$ cat src/rtl/fila_pkg.sv
// rtl/fila_pkg.sv - shared constants and reader state encoding for the fila byte queue
`timescale 1ns/1ps
package fila_pkg;

    localparam int DATA_W     = 8;
    localparam int LEN_W      = 8;
    localparam int FILA_DEPTH = 8;

    typedef enum logic [2:0] {
        IDLE    = 3'd0,
        PULSE   = 3'd1,
        CAPTURE = 3'd2,
        HOLD    = 3'd3,
        GAP     = 3'd4
    } leitor_state_t;

endpackage

$ cat src/rtl/fila_gap_counter.sv
// rtl/fila_gap_counter.sv - loadable down-counter with zero flag for pacing between pops
`timescale 1ns/1ps
module fila_gap_counter #(
    parameter int W = 1
) (
    input  logic         clk,
    input  logic         reset,
    input  logic         load,
    input  logic [W-1:0] load_val,
    input  logic         dec,
    output logic         zero
);

    logic [W-1:0] cnt;

    // Load takes priority over decrement; the counter never wraps below zero.
    always_ff @(posedge clk) begin
        if (reset) begin
            cnt <= '0;
        end else if (load) begin
            cnt <= load_val;
        end else if (dec && (cnt != '0)) begin
            cnt <= cnt - 1'b1;
        end
    end

    assign zero = (cnt == '0);

endmodule

$ cat src/rtl/fila_leitor.sv
// rtl/fila_leitor.sv - consumer-side controller that drains fila and hands bytes downstream
`timescale 1ns/1ps
module fila_leitor #(
    parameter int DATA_W     = fila_pkg::DATA_W,
    parameter int LEN_W      = fila_pkg::LEN_W,
    parameter int GAP_CYCLES = 0,
    parameter int CNT_W      = 16
) (
    input  logic              clk_10KHz,
    input  logic              reset,
    input  logic              enable_in,
    input  logic [LEN_W-1:0]  len_in,
    input  logic [DATA_W-1:0] data_in,
    output logic              dequeue_out,
    output logic [DATA_W-1:0] data_out,
    output logic              valid_out,
    input  logic              ready_in,
    output logic [CNT_W-1:0]  count_out,
    output logic              busy_out
);

    import fila_pkg::*;

    // A zero-cycle gap still needs a 1-bit counter so the instance stays legal.
    localparam int GAP_W    = (GAP_CYCLES > 0) ? $clog2(GAP_CYCLES + 1) : 1;
    localparam int GAP_LOAD = (GAP_CYCLES > 0) ? (GAP_CYCLES - 1) : 0;
    localparam bit HAS_GAP  = (GAP_CYCLES > 0);

    leitor_state_t state;
    leitor_state_t state_next;
    logic          handshake;
    logic          gap_load;
    logic          gap_dec;
    logic          gap_zero;

    assign handshake = (state == HOLD) && ready_in;

    fila_gap_counter #(
        .W(GAP_W)
    ) u_gap (
        .clk      (clk_10KHz),
        .reset    (reset),
        .load     (gap_load),
        .load_val (GAP_W'(GAP_LOAD)),
        .dec      (gap_dec),
        .zero     (gap_zero)
    );

    // State register; reset abandons any word in flight without reissuing a pop.
    always_ff @(posedge clk_10KHz) begin
        if (reset) begin
            state <= IDLE;
        end else begin
            state <= state_next;
        end
    end

    // Next state: the pop decision is taken only in IDLE, later len_in changes are ignored.
    always_comb begin
        state_next = state;
        case (state)
            IDLE:    if (enable_in && (len_in != '0)) state_next = PULSE;
            PULSE:   state_next = CAPTURE;
            CAPTURE: state_next = HOLD;
            HOLD:    if (ready_in) state_next = HAS_GAP ? GAP : IDLE;
            GAP:     if (gap_zero) state_next = IDLE;
            default: state_next = IDLE;
        endcase
    end

    // Outputs decoded purely from the registered state.
    always_comb begin
        dequeue_out = (state == PULSE);
        valid_out   = (state == HOLD);
        busy_out    = (state != IDLE);
        gap_load    = handshake && HAS_GAP;
        gap_dec     = (state == GAP) && !gap_zero;
    end

    // Capture the popped word the cycle after the dequeue pulse, then hold it.
    always_ff @(posedge clk_10KHz) begin
        if (reset) begin
            data_out <= '0;
        end else if (state == CAPTURE) begin
            data_out <= data_in;
        end
    end

    // Delivered-word counter, free-running wrap.
    always_ff @(posedge clk_10KHz) begin
        if (reset) begin
            count_out <= '0;
        end else if (handshake) begin
            count_out <= count_out + 1'b1;
        end
    end

endmodule

$ cat config.mk
export PLATFORM = sky130hd
export DESIGN_NAME = fila_leitor
export DESIGN_NICKNAME = d
export VERILOG_FILES = /design/src/rtl/fila_pkg.sv /design/src/rtl/fila_gap_counter.sv /design/src/rtl/fila_leitor.sv
export SDC_FILE = /design/constraint.sdc
export NUM_CORES = 1
export LEC_CHECK = 0
export CORE_UTILIZATION = 38
export DETAILED_ROUTE_END_ITERATION = 10
export GPL_TIMING_DRIVEN = 1
export PLACE_DENSITY_LB_ADDON = 0.1
export SLEW_MARGIN = 20
export SYNTH_ARGS = -nofsm -noshare
export SYNTH_HDL_FRONTEND = slang
export SYNTH_HIERARCHICAL = 1
export SYNTH_SLANG_ARGS = --single-unit
$ cat constraint.sdc
create_clock -name clk_10KHz -period 1.6 [get_ports clk_10KHz]
set_input_delay 0.48 -clock clk_10KHz [delete_from_list [all_inputs] [get_ports clk_10KHz]]
set_output_delay 0.48 -clock clk_10KHz [all_outputs]
set_load 0.005 [all_outputs]
==> results of run 1 <==
[path summary, 6_finish.rpt]
| check | from | slack, ns | endpoint | cells after the start |
|---|---|---|---|---|
| max | state[0] | -0.03 | count_out[15] | 6 |
| min | data_out[0] | 0.50 | data_out[0] | 2 |
| max reg2reg | state[0] | -0.03 | count_out[15] | 6 |
| min reg2reg | data_out[0] | 0.50 | data_out[0] | 2 |
[synthesized netlist by cell type (all sizes together), types with 2 or more instances]
master and n:
nor2 22, nor4 2, mux2i 9, xor2 12, nand2 7, o31ai 2
inv 4, and4 4, ha 5, a211oi 2, clkbuf 5, nand3 4
or4 2, nand2b 2, dfxtp 26, a21oi 4, nand4 6
[report_power, final]
| group | total, mW | switching (mW) | internal, mW |
|---|---|---|---|
| sequential | 0.773 | 0.0419 | 0.731 |
| clock | 0.269 | 0.181 | 0.0880 |
| combinational | 0.676 | 0.288 | 0.388 |
[area by class of cell]
class / instances / share of cell area
Timing Repair Buffer: 77 / 0.340
Multi-Input combinational cell: 89 / 0.338
Sequential cell: 26 / 0.283
Tap cell: 31 / 0.0198
Clock buffer: 3 / 0.0115
Inverter: 4 / 0.00765
[state kept, by name, summed over array words and instances (netlist names)]
signal and count:
count_out 16, data_out 8, state 2
[what timing repair did]
| item | in CTS | in global routing |
|---|---|---|
| gates resized for setup | 65 | 12 |
| hold buffers | 0 | 0 |
| endpoints found under the setup margin | 30 | 11 |
| cloned | 0 | 0 |
| pin swaps | 4 | 7 |
| buffers inserted | 14 | 1 |
[worst register-to-register path: stages (launching register included)]
cell and delay (ns):
dfxtp_2 0.37, buf_6 0.11, ha_4 0.13, and4_4 0.24, nand2_4 0.06, or4_4 0.51, a21oi_2 0.16
[stage by stage]
stage | hold slack (ns) | utilization | instance area, µm² | total power, mW
floorplan | 0.468 | - | 1180 | 1.08
global placement | 0.468 | 0.629 | 1780 | 1.44
detailed placement | 0.489 | 0.629 | 1780 | 1.46
CTS | 0.502 | 0.682 | 1930 | 1.70
global route | 0.521 | 0.693 | 1960 | 1.84
finish | 0.498 | 0.693 | 1960 | 1.72
[routing by layer]
layer,GRT usage,vias up
met3,0.0590,4
li1,-,578
met2,0.377,36
met1,0.182,542
met5,0,-
met4,0.0488,0
[logic make-up (layout without fill, tap and decap cells)]
| family | Yosys count | count (layout) |
|---|---|---|
| buf+inv | 10 | 84 |
| mux | 9 | 9 |
| fa+ha+maj | 5 | 5 |
| compound gates | 9 | 9 |
| flops | 26 | 26 |
| simple gates | 54 | 54 |
| xor+xnor | 12 | 12 |
==> key figures, run 1 <==
Run status
  – Status: complete, but fails checks
  – Failing checks: design-rule violations, negative setup slack

Global routing
  – GRT Overall Usage: 0.188
  – Global-route wire length before repair: 4890 µm
  – Initial antenna violation count: 0
  – Vias in the first global route: 1202
  – Largest net degree at the start of global routing: 15
  – Grt ovf: 0

Logic synthesis
  – Syn_nets: 150
  – Mux contribution to synthesized area: 0.0773
  – Post-Syn Area: 1160 µm²
  – Yosys top cell area share: 0.447
  – Synth Area in Compound Gates: 0.0473
  – Mean Syn Cell Area: 9.32 µm²
  – Synth top area cells: dfxtp_1, xor2_1, mux2i_1, nor2_1, ha_1
  – Post-synth EDFFs: 0
  – Ys async rst share: 0
  – Largest family of logic cells by synthesized area: simple AND/OR/NAND/NOR gates
  – Register area share after synthesis: 0.447
  – Synth Instances: 125
  – Post-synthesis adder-cell area fraction: 0.0537
  – Post-synthesis xor/xnor area fraction: 0.0902
  – Synthesized flop and latch total: 26
  – Unique masters post-synth: 27
  – Synth Area in Simple Gates: 0.246
  – Ys flop type: dfxtp_1
  – Yosys warns: 6
  – Synth area leader: dfxtp_1

Placed design
  – IO buf count: 46
  – Post-place setup slack: -0.430 ns
  – RePlAce Congestion: 0.754
  – Dpl cells: 212
  – Hpwl dp: 2100 µm

Floorplan
  – Die width: 57.4 µm
  – Total I/O pin count: 47
  – Core area: 2830 µm²
  – Die Y: 57.4 µm
  – Initial Util: 0.412
  – Die area: 3290 µm²
  – Cell Rows: 19

STA
  – Max Clk Rate: 0.614 GHz
  – Max Clock Skew: 0.0156 ns
  – Slew Viols, Final: 0
  – Final setup vio count: 1
  – RSZ-0062 raised after global routing: yes
  – Hold Fails Final Rpt: 0
  – Final WS setup: -0.0291 ns
  – Final Critical Period: 1.63 ns
  – Setup TNS after final layout: -0.0291 ns
  – Slew at the pin closest to its max-slew limit: 0.492 ns
  – Worst slew margin: 0.672
  – Final worst-path cycle share: 1.02

Drt
  – Top Metal Used: met4
  – DRT iter0 DRCs: 48
  – Met3 WL: 180 µm
  – Final ANT Viol Nets: 0
  – Via density: 5.04
  – WL final: 2890 µm
  – Wire length per cell: 12.6 µm
  – WL met2: 1600 µm
  – 1st-pass router iterations: 7
  – Post-route DRC: 2
  – Vias: 1160
  – DRT met1 WL: 1080 µm

CTS
  – Root buf cell: clkbuf_4
  – Clk buf depth: 2
  – Clk slew on worst S/H paths: 0.14 ns
  – H-tree level count: 1
  – Clock insertion delay at the later pin of the skew report: 0.32 ns
  – TritonCTS Buffers: 3
  – CTS sink count: 26
  – CTS tree: yes

Setup path
  – Data arrival, critical path: 1.89 ns
  – CP delay by family, top: simple AND/OR/NAND/NOR gates
  – CP bufs+invs: 1
  – Type of element capturing the critical path: flip-flop
  – Type of origin of the critical path: flip-flop
  – Critical path fanouts, max: 4
  – Slowest cell on crit path: or4_4
  – CP Data Required Time: 1.86 ns
  – Crit path largest cell delay: 0.51 ns
  – CP Class: reg2reg
  – Crit-path cells: buf_6 > ha_4 > and4_4 > nand2_4 > or4_4 > a21oi_2

Job
  – Maxcap violations: 0

Final layout
  – Fillers: 236
  – Post-layout net count: 226
  – Multi-input logic area: 663 µm²
  – Layout cells sized above 1: 0.407
  – # diodes: 0
  – Most common cell after layout, fill and taps aside: buf_4
  – Final std cells w/o fill: 230
  – Area Overhead vs Synth: 68.4%
  – Most frequent cells in the layout: buf_4, dfxtp_2, dlygate4sd2_1
  – Register area: 556 µm²

Power and ir drop
  – Pwr Density: 876 nW/µm²
  – Leakage: 0.925 nW
  – Worst vdd ir: 0.799 mV

Worst hold path
  – Worst min path class: reg2reg
No activity file was read; power rests on OpenSTA's default activity.
==> inputs of run 2 (changes only) <==
CAP_MARGIN = 20   (was unset)
==> results of run 2 <==
Final layout, timing and power as in run 1 (identical DEF).
==> inputs of run 3 (changes only) <==
SKIP_CTS_REPAIR_TIMING = 1   (was unset)
==> run 3 against run 2 <==
Against the previous run:
- the run still ends with design-rule violations, negative setup slack left
- fmax is 1.3% higher
- first-iteration DRC count is 56% lower
- routed wire length is 0.55% lower
- clock power is 1% lower
- via count is 2.0% lower
- final cell count is 1.7% lower
- global-route usage is 1.8 points lower
- utilization is 2.1 points higher
- sequential share of layout area is 0.27 points lower
- critical endpoint is now state[1]
- largest power group unchanged
- highest routed layer unchanged
==> key figures, run 3 (synthesis gave the netlist of run 1 again) <==
CTS
  – Root buf cell: clkbuf_4 (unchanged)
  – CTS tree: yes (unchanged)
  – Clk buf depth: 2 (unchanged)
  – Clock insertion delay at the later pin of the skew report: 0.31 ns (was 0.32 ns)
  – Clk slew on worst S/H paths: 0.12 ns (was 0.14 ns)
  – CTS sink count: 26 (unchanged)
  – TritonCTS Buffers: 3 (unchanged)
  – H-tree level count: 1 (unchanged)

Drt
  – 1st-pass router iterations: 7 (unchanged)
  – Via density: 5.03 (was 5.04)
  – Wire length per cell: 12.7 µm (was 12.6 µm)
  – Vias: 1137 (was 1160)
  – WL final: 2880 µm (was 2890 µm)
  – Post-route DRC: 2 (unchanged)
  – DRT iter0 DRCs: 21 (was 48)
  – Final ANT Viol Nets: 0 (unchanged)

STA
  – Slew Viols, Final: 0 (unchanged)
  – RSZ-0062 raised after global routing: yes (unchanged)
  – Final setup vio count: 1 (unchanged)
  – Final Critical Period: 1.61 ns (was 1.63 ns)
  – Setup TNS after final layout: -0.00819 ns (was -0.0291 ns)
  – Final worst-path cycle share: 1.01 (was 1.02)
  – Max Clock Skew: 0.0116 ns (was 0.0156 ns)
  – Max Clk Rate: 0.622 GHz (was 0.614 GHz)
  – Worst slew margin: 0.675 (was 0.672)
  – Hold Fails Final Rpt: 0 (unchanged)
  – Final WS setup: -0.00819 ns (was -0.0291 ns)
  – Slew at the pin closest to its max-slew limit: 0.488 ns (was 0.492 ns)

Floorplan
  – Initial Util: 0.412 (unchanged)
  – Die width: 57.4 µm (unchanged)
  – Cell Rows: 19 (unchanged)
  – Total I/O pin count: 47 (unchanged)
  – Die area: 3290 µm² (unchanged)
  – Core area: 2830 µm² (unchanged)
  – Die Y: 57.4 µm (unchanged)

Setup path
  – Type of origin of the critical path: input pin (was flip-flop)
  – CP Data Required Time: 1.84 ns (was 1.86 ns)
  – CP bufs+invs: 1 (unchanged)
  – CP Class: in2reg (was reg2reg)
  – Slowest cell on crit path: nor4_1 (was or4_4)
  – Data arrival, critical path: 1.85 ns (was 1.89 ns)
  – Crit path largest cell delay: 0.43 ns (was 0.51 ns)
  – Crit-path cells: clkdlybuf4s50_1 > nor4_1 > a211oi_2 > nor2_1 > mux2i_1 (was buf_6 > ha_4 > and4_4 > nand2_4 > or4_4 > a21oi_2)
  – CP delay by family, top: simple AND/OR/NAND/NOR gates (unchanged)
  – Critical path fanouts, max: 2 (was 4)
  – Type of element capturing the critical path: flip-flop (unchanged)

Final layout
  – Post-layout net count: 222 (was 226)
  – Top reg by flops: count_out (unchanged)
  – Most common cell after layout, fill and taps aside: dlymetal6s2s_1 (was buf_4)
  – Number of flip-flops under the largest register name: 16 (unchanged)
  – Area Overhead vs Synth: 73.5% (was 68.4%)
  – Biggest registers after layout: count_out x16, data_out x8, state x2 (unchanged)
  – Most frequent cells in the layout: dlymetal6s2s_1, buf_4, nor2_1 (was buf_4, dfxtp_2, dlygate4sd2_1)
  – Design Area, Final: 2020 µm² (was 1960 µm²)
  – # diodes: 0 (unchanged)
  – Final std cells w/o fill: 226 (was 230)
  – Layout cells sized above 1: 0.359 (was 0.407)

Global routing
  – Grt ovf: 0 (unchanged)
  – Global-route wire length before repair: 4440 µm (was 4890 µm)
  – Initial antenna violation count: 0 (unchanged)
  – Vias in the first global route: 1071 (was 1202)
  – Largest net degree at the start of global routing: 15 (unchanged)
  – GRT Overall Usage: 0.171 (was 0.188)

Placed design
  – Placement Cell Area: 1780 µm² (unchanged)
  – Dpl cells: 212 (unchanged)
  – RePlAce Congestion: 0.754 (unchanged)
  – Hpwl dp: 2100 µm (unchanged)
  – IO buf count: 46 (unchanged)

Power and ir drop
  – Worst vdd ir: 0.830 mV (was 0.799 mV)
  – Leakage: 1.24 nW (was 0.925 nW)
  – Pwr Density: 844 nW/µm² (was 876 nW/µm²)

Run status
  – Status: complete, but fails checks (unchanged)
  – Failing checks: design-rule violations, negative setup slack (unchanged)

Job
  – Maxcap violations: 0 (unchanged)

Worst hold path
  – Worst min path class: reg2reg (unchanged)
==> run 3: cell count changes in the layout (fill, tap and decap cells not counted), moves of 2 or more <==
cell	previous run	this run
dlygate4sd2_1	24	0
nor4_2	2	0
buf_4	29	24
ha_2	0	2
nor4_1	0	2
inv_1	2	4
dfxtp_2	25	19
dlymetal6s2s_1	1	26
inv_2	2	0
dfxtp_4	1	6
==> run 3: worst paths after layout <==
path,depth (start not counted),slack (ns),start,to
min reg2reg,2,0.50,count_out[1],count_out[1]
min,2,0.50,count_out[1],count_out[1]
max,5,-0.008,len_in[5],state[1]
max reg2reg,6,0,state[0],count_out[15]
==> run 3: per-layer routing <==
layer  routed length, µm  global-route usage  vias to the layer above
met5                   0                   0                        -
li1                    -                   -                      568
met2                1570               0.329                       34
met4                  46              0.0314                        0
met1                1080               0.178                      529
met3                 183              0.0590                        6
==> run 3: final cells by class <==
type	instances	area [µm²]
clock buffer	3	22.5
fill	226	808
timing repair buffer	73	738
inverter	4	15.0
tap	31	38.8
multi-input combinational	89	639
sequential	26	567
==> run 3: worst reg2reg max path: stages (launching register included) <==
cell and delay, ns:
dfxtp_2 0.36, buf_6 0.10, ha_4 0.13, and4_4 0.25
nand2_4 0.06, or4_4 0.51, a21oi_2 0.14
==> run 3: through the flow <==
step | hold slack, ns | setup WS (ns) | power [mW] | util
after floorplan | 0.468 | 0.0257 | 1.08 | -
after global placement | 0.468 | -0.348 | 1.44 | 0.629
after detailed placement | 0.489 | -0.430 | 1.46 | 0.629
after CTS | 0.505 | -0.382 | 1.74 | 0.637
after global routing | 0.519 | -0.0550 | 1.83 | 0.714
final | 0.496 | -0.00819 | 1.70 | 0.714
==> run 3: power by group <==
group | internal [mW] | switching, mW | total, mW
registers | 0.723 | 0.0411 | 0.764
logic | 0.405 | 0.271 | 0.676
clock network | 0.0880 | 0.177 | 0.265
total | 1.22 | 0.489 | 1.70
